**src/rtl/race_game_ctrl.sv**
```systemverilog
// Per-frame game sequencer for the StellaRace racer. It handles lane input, obstacle
// scrolling, collision detection and scoring. Every change is committed one cycle after
// the sampled vertical-blank tick.
module race_game_ctrl #(
    parameter int unsigned PLAYER_Y     = 400,
    parameter int unsigned OBJ_H        = 32,
    parameter int unsigned SCREEN_H     = 480,
    parameter int unsigned SPEED_INIT   = 2,
    parameter int unsigned SPEED_MAX    = 8,
    parameter int unsigned CRASH_FRAMES = 60
) (
    input  logic        clk,
    input  logic        rst,
    input  logic        frame_tick,
    input  logic        movel,
    input  logic        mover,
    input  logic        start,
    output logic [1:0]  player_lane,
    output logic [1:0]  obs_lane,
    output logic [8:0]  obs_y,
    output logic [11:0] score,
    output logic [1:0]  state
);
    localparam logic [1:0] ST_IDLE  = 2'b00;
    localparam logic [1:0] ST_PLAY  = 2'b01;
    localparam logic [1:0] ST_CRASH = 2'b10;

    localparam int CW = $clog2(CRASH_FRAMES + 1);
    localparam logic [CW-1:0] CRASH_LAST   = CW'(CRASH_FRAMES - 1);
    localparam logic [CW-1:0] CRASH_ONE    = CW'(1);
    localparam logic [CW-1:0] CRASH_ZERO   = CW'(0);
    localparam logic [9:0]    SPEED_INIT_W = 10'(SPEED_INIT);
    localparam logic [9:0]    SPEED_MAX_W  = 10'(SPEED_MAX);
    localparam logic [9:0]    SCREEN_H_W   = 10'(SCREEN_H);
    localparam logic [9:0]    OBJ_H_W      = 10'(OBJ_H);
    localparam logic [9:0]    PLAYER_Y_W   = 10'(PLAYER_Y);
    localparam logic [9:0]    PLAYER_BOT_W = 10'(PLAYER_Y + OBJ_H);

    logic [7:0]    lfsr_r;
    logic [2:0]    btn_d1_r;
    logic [2:0]    btn_d2_r;
    logic [2:0]    btn_edge_s;
    logic          tick_r;
    logic          check_r;
    logic          pend_l_r, pend_l_s;
    logic          pend_r_r, pend_r_s;
    logic [CW-1:0] crash_cnt_r, crash_cnt_s;
    logic [1:0]    state_r, state_s;
    logic [1:0]    player_lane_r, player_lane_s;
    logic [1:0]    obs_lane_r, obs_lane_s;
    logic [8:0]    obs_y_r, obs_y_s;
    logic [11:0]   score_r, score_s;
    logic [9:0]    speed_raw_s;
    logic [9:0]    speed_s;
    logic [9:0]    obs_sum_s;
    logic          hit_s;

    // x^8+x^6+x^5+x^4+1, shifting left with feedback into bit 0
    function automatic logic [7:0] lfsr_step(input logic [7:0] v);
        return {v[6:0], v[7] ^ v[5] ^ v[4] ^ v[3]};
    endfunction

    // bit 0 = left, bit 1 = right, bit 2 = start
    assign btn_edge_s = btn_d1_r & ~btn_d2_r;

    // Scroll speed from the pre-update score, wrap sum and collision test on current registers
    always_comb begin
        speed_raw_s = SPEED_INIT_W + {1'b0, score_r[11:3]};
        if (speed_raw_s > SPEED_MAX_W) begin
            speed_s = SPEED_MAX_W;
        end else begin
            speed_s = speed_raw_s;
        end
        obs_sum_s = {1'b0, obs_y_r} + speed_s;
        hit_s = (obs_lane_r == player_lane_r)
             && (({1'b0, obs_y_r} + OBJ_H_W) > PLAYER_Y_W)
             && ({1'b0, obs_y_r} < PLAYER_BOT_W);
    end

    // Input history, frame-tick stage and free-running LFSR
    always_ff @(posedge clk) begin
        if (rst) begin
            lfsr_r   <= 8'hA5;
            btn_d1_r <= 3'b000;
            btn_d2_r <= 3'b000;
            tick_r   <= 1'b0;
        end else begin
            lfsr_r   <= lfsr_step(lfsr_r);
            btn_d1_r <= {start, mover, movel};
            btn_d2_r <= btn_d1_r;
            tick_r   <= frame_tick;
        end
    end

    // Game state register
    always_ff @(posedge clk) begin
        if (rst) begin
            state_r <= ST_IDLE;
        end else begin
            state_r <= state_s;
        end
    end

    // Next-state logic
    always_comb begin
        state_s = state_r;
        case (state_r)
            ST_IDLE: begin
                if (btn_edge_s[2]) state_s = ST_PLAY;
                else               state_s = ST_IDLE;
            end
            ST_PLAY: begin
                if (check_r && hit_s) state_s = ST_CRASH;
                else                  state_s = ST_PLAY;
            end
            ST_CRASH: begin
                if (tick_r && (crash_cnt_r == CRASH_LAST)) state_s = ST_IDLE;
                else                                       state_s = ST_CRASH;
            end
            default: state_s = ST_IDLE;
        endcase
    end

    // Next values of positions, score, pending moves and crash counter
    always_comb begin
        player_lane_s = player_lane_r;
        obs_lane_s    = obs_lane_r;
        obs_y_s       = obs_y_r;
        score_s       = score_r;
        crash_cnt_s   = crash_cnt_r;
        pend_l_s      = 1'b0;
        pend_r_s      = 1'b0;
        case (state_r)
            ST_IDLE: begin
                if (btn_edge_s[2]) begin
                    player_lane_s = 2'd1;
                    obs_lane_s    = 2'd0;
                    obs_y_s       = 9'd0;
                    score_s       = 12'd0;
                end else begin
                    score_s = score_r;
                end
            end
            ST_PLAY: begin
                // a press landing on the update cycle survives for the next frame
                pend_l_s = (pend_l_r & ~tick_r) | btn_edge_s[0];
                pend_r_s = (pend_r_r & ~tick_r) | btn_edge_s[1];
                if (tick_r) begin
                    if (pend_l_r && !pend_r_r) begin
                        player_lane_s = (player_lane_r == 2'd0) ? 2'd0 : player_lane_r - 2'd1;
                    end else if (pend_r_r && !pend_l_r) begin
                        player_lane_s = (player_lane_r == 2'd3) ? 2'd3 : player_lane_r + 2'd1;
                    end else begin
                        player_lane_s = player_lane_r;
                    end
                    if (obs_sum_s >= SCREEN_H_W) begin
                        obs_y_s    = 9'd0;
                        obs_lane_s = lfsr_r[1:0];
                        if (score_r != 12'hFFF) score_s = score_r + 12'd1;
                        else                    score_s = score_r;
                    end else begin
                        obs_y_s = obs_sum_s[8:0];
                    end
                end else if (check_r && hit_s) begin
                    crash_cnt_s = CRASH_ZERO;
                end else begin
                    crash_cnt_s = crash_cnt_r;
                end
            end
            ST_CRASH: begin
                if (tick_r) crash_cnt_s = crash_cnt_r + CRASH_ONE;
                else        crash_cnt_s = crash_cnt_r;
            end
            default: begin
                crash_cnt_s = CRASH_ZERO;
            end
        endcase
    end

    // Datapath registers
    always_ff @(posedge clk) begin
        if (rst) begin
            player_lane_r <= 2'd1;
            obs_lane_r    <= 2'd0;
            obs_y_r       <= 9'd0;
            score_r       <= 12'd0;
            crash_cnt_r   <= CRASH_ZERO;
            pend_l_r      <= 1'b0;
            pend_r_r      <= 1'b0;
            check_r       <= 1'b0;
        end else begin
            player_lane_r <= player_lane_s;
            obs_lane_r    <= obs_lane_s;
            obs_y_r       <= obs_y_s;
            score_r       <= score_s;
            crash_cnt_r   <= crash_cnt_s;
            pend_l_r      <= pend_l_s;
            pend_r_r      <= pend_r_s;
            check_r       <= (state_r == ST_PLAY) && tick_r;
        end
    end

    assign player_lane = player_lane_r;
    assign obs_lane    = obs_lane_r;
    assign obs_y       = obs_y_r;
    assign score       = score_r;
    assign state       = state_r;

endmodule

```
**config.mk**
```make
export PLATFORM = sky130hd
export DESIGN_NAME = race_game_ctrl
export DESIGN_NICKNAME = d
export VERILOG_FILES = /design/src/rtl/race_game_ctrl.sv
export SDC_FILE = /design/constraint.sdc
export NUM_CORES = 1
export LEC_CHECK = 0
export ABC_CLOCK_PERIOD_IN_PS = 4410
export CORE_ASPECT_RATIO = 0.6
export CORE_UTILIZATION = 50
export CTS_BUF_LIST = sky130_fd_sc_hd__clkbuf_4
export CTS_CLUSTER_SIZE = 25
export DETAILED_ROUTE_END_ITERATION = 16
export GPL_TIMING_DRIVEN = 0
export PLACE_DENSITY_LB_ADDON = 0.3
export SETUP_SLACK_MARGIN = 0.5
export SYNTH_ARGS = -nofsm -noshare
export SYNTH_HDL_FRONTEND = slang
export SYNTH_SLANG_ARGS = --single-unit
```
**constraint.sdc**
```tcl
create_clock -name clk -period 4.41 [get_ports clk]
set_input_delay 0.882 -clock clk [delete_from_list [all_inputs] [get_ports clk]]
set_output_delay 0.882 -clock clk [all_outputs]
set_load 0.02 [all_outputs]
```
==> metrics.txt <==
Via density=5.74; number of I/O pins=33; Storage cell area=1030 um^2; RSZ-0062 raised after global routing=no; post-route ant nets=0; Core Util, Final=66.9%; Post-Route Skew=0.0137 ns; PortBufs=32; Slew HR=49.1%; critical path's largest stage delay=0.39 ns; static leakage=1.32 nW; Tmin final=3.80 ns; Total Nets Final=390; Critical Path AT=4.13 ns; Fin Setup TNS=0 ns; min-delay src=lfsr_r[6]; Max Root-Sink Buffers=2; Post-Synthesis Cells=318; Setup-failing EPs final=0; Worst-Margin Slew=0.761 ns; Design Area, Final=3460 um^2; Worst Path Max Fanout=9; max-cap violations=0; Post-synth ARST share=0%; cell mode on critical path=buf_4; syn_area_per_cell=8.63 um^2; CP startpoint kind=flip-flop; Core ar.=5180 um^2; Ant. Diodes=0; Crit. End Element=flip-flop; fillers=432; Post-CTS Hold Buffers=0; total power=0.920 mW; DIE AREA=5800 um^2; GRT Total Usage=22.7%; routed vias=2498; PwrDens=266 nW/um^2; synthesized cell area=2740 um^2; maximum clock rate=263 MHz; pre-CTS WS=0.187 ns; vias in the first global route=2208; Crit Reg-Reg Startpoint=score[4]; CTS tree=built; Reg clk slew, reported paths=0.16 ns; Seq/Total Area, Yosys=37.2%; Non-Filler Instances=435; part of the cycle the worst path needs=86.1%; die height=59.4 um; Cell Chain, Critical Path=ha_1, buf_6, a21oi_2, nor2_1, a21oi_1, nor2_1, and2_4, ha_4, inv_1, fa_2, nand2b_4, a21oi_4, buf_4, o41a_1, or3_4, and4b_4, buf_4, nor4_4, buf_4, a32o_1; area grow syn2layout=26.2%; clock buffer count from CTS=5; DP Wirelength=4.58 mm; max-slew violation count=0; row count=20; DR DRC count=8; failing checks=design-rule violations; final hold viol count=0; WL/cell=15.1 um; warnings from Yosys=0; status=finished, violations left; CTS Root Cell=clkbuf_4; Sink Count=51; largest net degree at the start of global routing=17; Skew-Pair Late Insertion Delay=0.38 ns; unique cell type count in the Yosys netlist=56; hold_ws=0.439 ns; die width=97.6 um; drt first pass iters=11; placed standard-cell area=3160 um^2; Detailed Route Iter0 Violations=119; Worst Setup Path Type=flip-flop to flip-flop; GPL Wtd Cong=0.888; total grt overflow=0; FF+latch count, synth=51; CP max-delay cell=dfxtp_4; Post-Place Cells=420; Max VDD drop=0.179 mV; H-tree levels=2; initial antenna violation count=0; critical path data required time=4.74 ns; final setup margin=0.614 ns; Initial Util=53.0%; global-route wire length before repair=10.4 mm; commonest non-fill, non-tap cell in the layout=dfxtp_1; Synth Flop Type=dfxtp_1; Post-synth EDFFs=0; Hold Path Class=flip-flop to flip-flop; most frequent cells in the layout=49 x dfxtp_1, 32 x clkdlybuf4s50_1, 25 x nor2_1, 22 x nand2_1, 22 x a21oi_1; multi-input logic area=1730 um^2; WL final=6.55 mm; worst setup path startpoint=score[4]; share of cells above drive strength 1=13.6%
[worst max-delay path, delay by kind of cell, from the launching register on]
kind | cells | cell delay [ns]
flops | 1 | 0.39
fa+ha+maj | 3 | 0.56
buf+inv | 5 | 0.71
compound gates | 5 | 0.87
simple gates | 7 | 1.22
[synth_stat cells (7+ instances only)]
cell | count | area, um^2
xnor2_1 | 7 | 61.3
nand2_1 | 22 | 82.6
ha_1 | 15 | 188
a21oi_1 | 25 | 125
a22o_1 | 7 | 61.3
nor2b_1 | 13 | 81.3
xor2_1 | 7 | 61.3
dfxtp_1 | 51 | 1020
nand2b_1 | 10 | 62.6
inv_1 | 16 | 60.1
nor2_1 | 25 | 93.8
or3_1 | 9 | 56.3
clkbuf_1 | 8 | 30.0
o21ai_1 | 10 | 50.1
nor3_1 | 7 | 35.0
[power by group]
part           internal, mW  total (mW)  leakage (nW)  switching [mW]
clock network         0.176       0.331        0.0514           0.155
logic                0.0484       0.106         0.854          0.0578
registers             0.473       0.483         0.417         0.00969
total                 0.698       0.920          1.32           0.222
[cells by family (layout without fill, tap and decap cells)]
logic type      Yosys count  after routing  share of synthesized area [%]
compound gates           82             82                           20.2
xor+xnor                 14             14                           4.47
fa+ha+maj                16             16                           7.57
buf+inv                  27             74                           4.24
flops                    51             51                           37.2
mux                       3              3                           1.09
other cells               1              5                          0.137
simple gates            124            124                           25.1
[flip-flops by register name, indices dropped and copies added (netlist names)]
register,flops
obs_y,9
check_r,1
lfsr_r,8
tick_r,1
pend_l_r,1
pend_r_r,1
obs_lane,2
state,2
score,12
crash_cnt_r,6
btn_d1_r,3
btn_d2_r,3
player_lane,2
[layer usage]
metal | wire (um) | global-route usage (%) | vias up | share of wire (%)
met2 | 2740 | 36.0 | 56 | 42
met4 | 57 | 5.84 | 0 | 0.87
met5 | 0 | 0 | - | 0
li1 | - | - | 1245 | -
met1 | 3460 | 32.5 | 1188 | 53
met3 | 290 | 3.77 | 9 | 4.4
[repair_timing]
action | CTS | global route
pin swaps | 3 | 6
endpoints found under the setup margin | 22 | 21
gates cloned | 0 | 2
setup buffers | 2 | 3
resized for setup | 9 | 23
[cell type report]
class | count | share of cell area [%]
plain buffers | 11 | 2.02
clock buffers | 5 | 1.08
clock inverters | 3 | 1.95
inverters | 16 | 1.73
multi-input cells | 244 | 49.9
flip-flops and latches | 51 | 29.7
well taps | 66 | 2.38
repair buffers | 39 | 11.3
[worst paths after layout]
| kind | slack [ns] | cells past startpoint | endpoint |
|---|---|---|---|
| worst max-delay path | 0.61 | 20 | obs_y[8] |
| worst max register to register | 0.61 | 20 | obs_y[8] |
| worst min-delay path | 0.44 | 1 | lfsr_r[7] |
| worst min register to register | 0.44 | 1 | lfsr_r[7] |
No activity file was read; power rests on OpenSTA's default activity.
